[src/rtl/mem_access_ctrl_pkg.sv]
// Shared definitions for the fetch/data memory access sequencer.
// State encodings, NOP word and full-word byte-enable mask.
package mem_access_ctrl_pkg;

  typedef enum logic [2:0] {
    S_IDLE   = 3'd0,
    S_FETCH  = 3'd1,
    S_EXEC   = 3'd2,
    S_DATA   = 3'd3,
    S_COMMIT = 3'd4
  } state_e;

  localparam logic [31:0] NOP_WORD = 32'h0000_0013;
  localparam logic [3:0]  BE_WORD  = 4'b1111;

  function automatic logic is_req(input state_e s);
    return (s == S_FETCH) || (s == S_DATA);
  endfunction

endpackage

[src/rtl/mem_access_ctrl_timeout.sv]
// Bus request watchdog: counts un-acked request cycles and flags
// the cycle in which the request must be abandoned.
module bus_timeout_cnt #(
  parameter int unsigned TIMEOUT_CYCLES = 255
) (
  input  logic clk_i,
  input  logic rst_i,
  input  logic clr_i,
  input  logic en_i,
  input  logic ack_i,
  output logic expired_o
);

  localparam int W = $clog2(TIMEOUT_CYCLES + 1);
  localparam logic [W-1:0] LAST = W'(TIMEOUT_CYCLES - 1);

  logic [W-1:0] cnt_q, cnt_d;

  always_comb begin
    cnt_d = cnt_q;
    if (clr_i) begin
      cnt_d = '0;
    end else if (en_i && !ack_i) begin
      cnt_d = cnt_q + 1'b1;
    end
  end

  always_ff @(posedge clk_i) begin
    if (rst_i) begin
      cnt_q <= '0;
    end else begin
      cnt_q <= cnt_d;
    end
  end

  // An ack in the final cycle takes priority over expiry.
  assign expired_o = en_i && !ack_i && (cnt_q == LAST);

endmodule

[src/rtl/mem_access_ctrl.sv]
// Shares one memory port between instruction fetch and data
// access; holds the fetched word and strobes commit per instruction.
module mem_access_ctrl
  import mem_access_ctrl_pkg::*;
#(
  parameter int unsigned TIMEOUT_CYCLES = 255,
  parameter logic [31:0] NOP_INSTR      = NOP_WORD
) (
  input  logic        clk,
  input  logic        reset,
  input  logic [31:0] fetch_addr,
  output logic [31:0] instr,
  output logic        instr_valid,
  input  logic        d_req,
  input  logic        d_we,
  input  logic [31:0] d_addr,
  input  logic [31:0] d_wdata,
  input  logic [3:0]  d_be,
  output logic [31:0] d_rdata,
  output logic        commit,
  output logic        bus_err,
  output logic        bus_req,
  output logic        bus_we,
  output logic [31:0] bus_addr,
  output logic [31:0] bus_wdata,
  output logic [3:0]  bus_be,
  input  logic        bus_ack,
  input  logic [31:0] bus_rdata
);

  state_e      state_q, state_d;
  logic [31:0] instr_q, instr_d;
  logic        ivalid_q, ivalid_d;
  logic [31:0] rdata_q, rdata_d;
  logic        err_q, err_d;
  logic        in_req;
  logic        expired;

  assign in_req = is_req(state_q);

  bus_timeout_cnt #(
    .TIMEOUT_CYCLES(TIMEOUT_CYCLES)
  ) u_timeout (
    .clk_i    (clk),
    .rst_i    (reset),
    .clr_i    (~in_req),
    .en_i     (in_req),
    .ack_i    (bus_ack),
    .expired_o(expired)
  );

  always_comb begin
    state_d   = state_q;
    instr_d   = instr_q;
    ivalid_d  = ivalid_q;
    rdata_d   = rdata_q;
    err_d     = 1'b0;
    bus_req   = 1'b0;
    bus_we    = 1'b0;
    bus_addr  = '0;
    bus_wdata = '0;
    bus_be    = '0;
    unique case (state_q)
      S_IDLE: begin
        state_d = S_FETCH;
      end
      S_FETCH: begin
        bus_req  = 1'b1;
        bus_addr = fetch_addr;
        bus_be   = BE_WORD;
        if (bus_ack) begin
          instr_d  = bus_rdata;
          ivalid_d = 1'b1;
          state_d  = S_EXEC;
        end else if (expired) begin
          instr_d = NOP_INSTR;
          err_d   = 1'b1;
          state_d = S_EXEC;
        end
      end
      S_EXEC: begin
        state_d = d_req ? S_DATA : S_COMMIT;
      end
      S_DATA: begin
        bus_req   = 1'b1;
        bus_we    = d_we;
        bus_addr  = d_addr;
        bus_wdata = d_wdata;
        bus_be    = d_we ? d_be : BE_WORD;
        if (bus_ack) begin
          if (!d_we) rdata_d = bus_rdata;
          state_d = S_COMMIT;
        end else if (expired) begin
          // Abandoned loads return zero; abandoned stores vanish.
          if (!d_we) rdata_d = '0;
          err_d   = 1'b1;
          state_d = S_COMMIT;
        end
      end
      S_COMMIT: begin
        ivalid_d = 1'b0;
        state_d  = S_FETCH;
      end
      default: begin
        state_d = S_IDLE;
      end
    endcase
  end

  always_ff @(posedge clk) begin
    if (reset) begin
      state_q  <= S_IDLE;
      instr_q  <= NOP_INSTR;
      ivalid_q <= 1'b0;
      rdata_q  <= '0;
      err_q    <= 1'b0;
    end else begin
      state_q  <= state_d;
      instr_q  <= instr_d;
      ivalid_q <= ivalid_d;
      rdata_q  <= rdata_d;
      err_q    <= err_d;
    end
  end

  assign instr       = instr_q;
  assign instr_valid = ivalid_q;
  assign d_rdata     = rdata_q;
  assign bus_err     = err_q;
  assign commit      = (state_q == S_COMMIT) && !reset;

endmodule

[config.mk]
export PLATFORM = sky130hd
export DESIGN_NAME = mem_access_ctrl
export DESIGN_NICKNAME = d
export VERILOG_FILES = /design/src/rtl/mem_access_ctrl_pkg.sv /design/src/rtl/mem_access_ctrl_timeout.sv /design/src/rtl/mem_access_ctrl.sv
export SDC_FILE = /design/constraint.sdc
export NUM_CORES = 1
export LEC_CHECK = 0
export ABC_AREA = 1
export BUFFER_PORTS_ARGS = -buffer_cell sky130_fd_sc_hd__buf_4
export CAP_MARGIN = 20
export CORE_AREA = 2 2 107 109
export CTS_CLUSTER_DIAMETER = 30
export DETAILED_ROUTE_END_ITERATION = 8
export DIE_AREA = 0 0 109 111
export HOLD_SLACK_MARGIN = 0.05
export PLACE_DENSITY = 0.65
export RECOVER_POWER = 25
export SLEW_MARGIN = 20
export SYNTH_ARGS = -nofsm -noshare
export SYNTH_HDL_FRONTEND = slang
export SYNTH_SLANG_ARGS = --single-unit
[constraint.sdc]
create_clock -name clk -period 4.4 [get_ports clk]
set_clock_uncertainty 0.1 [all_clocks]
set_input_delay 1.1 -clock clk [delete_from_list [all_inputs] [get_ports clk]]
set_output_delay 1.1 -clock clk [all_outputs]
set_load 0.1 [all_outputs]
==> metrics <==
Final nets=881; gr usage total=22.91%; Clock Pin Slew Worst Setup and Hold Paths=0.06 ns; Setup Fix Bufs, Post-CTS=0; Final min period=3.591 ns; TNS Setup=0 ns; MaxCap Viol Count=0; Crit. End Element=output port; CTS buffer count=9; Worst Path Class, Setup=register to output port; EDFF count, synth=0; total gr overflow=0; HPWL Detailed=10710 um; Final period util=81.61%; die width=109 um; crit path max fanout=36; Synth Cell Area=3606 um^2; Synth Area per Inst=7.344 um^2; vias in the first global route=4137; Synth Register Bits=77; Hold Crit Class=register to register; post-synth top area cell=dfxtp_1; Slew headroom=17.16%; Worst setup SP type=register; IO Port Bufs=273; final hold vios=0; cell area after placement=5680 um^2; detail-routed via count per cell=4.825; PnR worst setup slack=0.8093 ns; largest net degree at the start of global routing=67; initial drt markers=265; global-route wire length before repair=21710 um; routability cong.=0.9388; Starting Density=32.55%; CTS resizes=0; layout cells sized above 1=34.81%; Highest Clock Rate=278.5 MHz; initial antenna violation count=0; die span in y=111 um; FFs w/ async S/R, synth=0%; Netlist cell types=27; Arrival @ worst endpoint=2.39 ns; Area growth syn-to-layout=60.79%; outcome=complete, no violations; Critical Path RT=3.20 ns; Syn Nets=630; Power Dens Cells=454.5 nW/um^2; ys flop type=dfxtp_1; WL per Instance=16.00 um; n_diodes=0; Die ar.=12100 um^2; cell row count=39; Clock Tree Root=clkbuf_16; clock sink count=77; Boundary Pins=274; final setup fails=0; Hold Buf Count CTS=0; Cells after Synth=491; count leader, synth=nand2_1; ranking of synthesized cells by area=dfxtp_1 (43%), nand2_1 (11%), a21oi_1 (9.4%), a32o_1 (8.9%), nand3_1 (6.0%); CTS tree=done; Leak=2.661 nW; CTS H-tree depth=3; worst skew pair latency=0.32 ns; Vias=4294; Total Routed Length=14240 um; design area=5798 um^2; post-route ant nets=0; RSZ-0062 raised after global routing=no; Synth top cells by count=nand2_1 (109), dfxtp_1 (77), a21oi_1 (68), nor2_1 (51), inv_1 (44); sequential area share after synthesis=42.75%; DRC violations left=0; Clock Path Buffers=2; Core ar.=11080 um^2; yosys warns=0; drt pass-1 iters=5; fillers=1112; hold_ws=0.3589 ns; maximum vdd drop=0.2516 mV; Place WS=1.206 ns; Yosys top cell area share=42.75%; Tightest Pin Transition=1.248 ns; Slew Viols, Final=0
[critical path, cell delays in order, from the launching register on]
cell	delay [ns]
dfxtp_1	0.31
buf_4	0.36
nand3_1	0.23
inv_2	0.56
a32o_1	0.28
buf_4	0.31
[through the flow]
step | utilization [%] | cells | power, W
floorplan | - | 491 | 0.001648
global placement | 51.28 | 874 | 0.001930
detailed placement | 51.28 | 874 | 0.001937
CTS | 54.00 | 890 | 0.002670
global route | 52.34 | 890 | 0.002734
finish | 52.34 | 890 | 0.002635
[report_power, final]
| group | switching (W) | internal [W] | leakage (nW) | total [W] |
|---|---|---|---|---|
| Combinational | 0.000914 | 0.000248 | 1.90 | 0.00116 |
| Sequential | 0.0000172 | 0.000728 | 0.624 | 0.000745 |
| Clock | 0.000287 | 0.000441 | 0.142 | 0.000728 |
| Total | 0.00122 | 0.00142 | 2.66 | 0.00264 |
[per-layer routing]
metal | routed length [um] | up-vias | track usage [%] | share of wire (%)
met5 | 0 | - | 0 | 0
met3 | 1280 | 12 | 8.760 | 9.0
met4 | 184 | 0 | 5.726 | 1.3
met1 | 5860 | 1976 | 28.34 | 41
met2 | 6914 | 173 | 37.18 | 49
li1 | - | 2133 | - | -
[path summary, 6_finish.rpt]
check / startpoint / end / slack (ns) / depth (start not counted)
min reg2reg: instr[29] / instr[29] / 0.36 / 2
min: instr[29] / instr[29] / 0.36 / 2
max reg2reg: state_q[1] / d_rdata[22] / 1.33 / 7
max: state_q[0] / bus_addr[21] / 0.81 / 5
[cell usage in the layout, fill, tap and decap left out, types with 2 or more instances in the layout]
cell type     n
a211oi_1      2
a21oi_1      68
a31oi_1       2
a32o_1       32
buf_4       227
clkbuf_1     49
clkbuf_16     9
clkinv_4      3
clkinvlp_4    2
dfxtp_1      77
ha_1          2
inv_1        44
inv_2         3
nand2_1     109
nand2_4       4
nand3_1      43
nor2_1       51
nor2_4        2
o21ai_0       3
or2_2         4
[kinds of logic (layout without fill, tap and decap cells)]
kind of cell    count (synthesis)  count (layout)  share of synthesized area (%)
xor+xnor                        1               1                         0.2429
flops                          77              77                          42.75
compound gates                107             107                          19.50
simple gates                  221             221                          27.03
fa+ha+maj                       2               2                         0.6939
buf+inv                        83             339                          9.785
[cell type report]
type	count	area, um^2	area share (%)
clock buffer	9	225.2	3.884
sequential	77	1541	26.59
inverter	47	176.4	3.043
multi-input combinational	331	1712	29.52
clock inverter	7	76.32	1.316
timing repair buffer	276	1888	32.56
tap	143	178.9	3.086
[registers in the layout (all words and copies together), names as in the netlist]
signal	cells
state_q	3
instr_valid	1
bus_err	1
u_timeout.cnt_q	8
instr	32
d_rdata	32
Power figures use the tool's default switching activity.
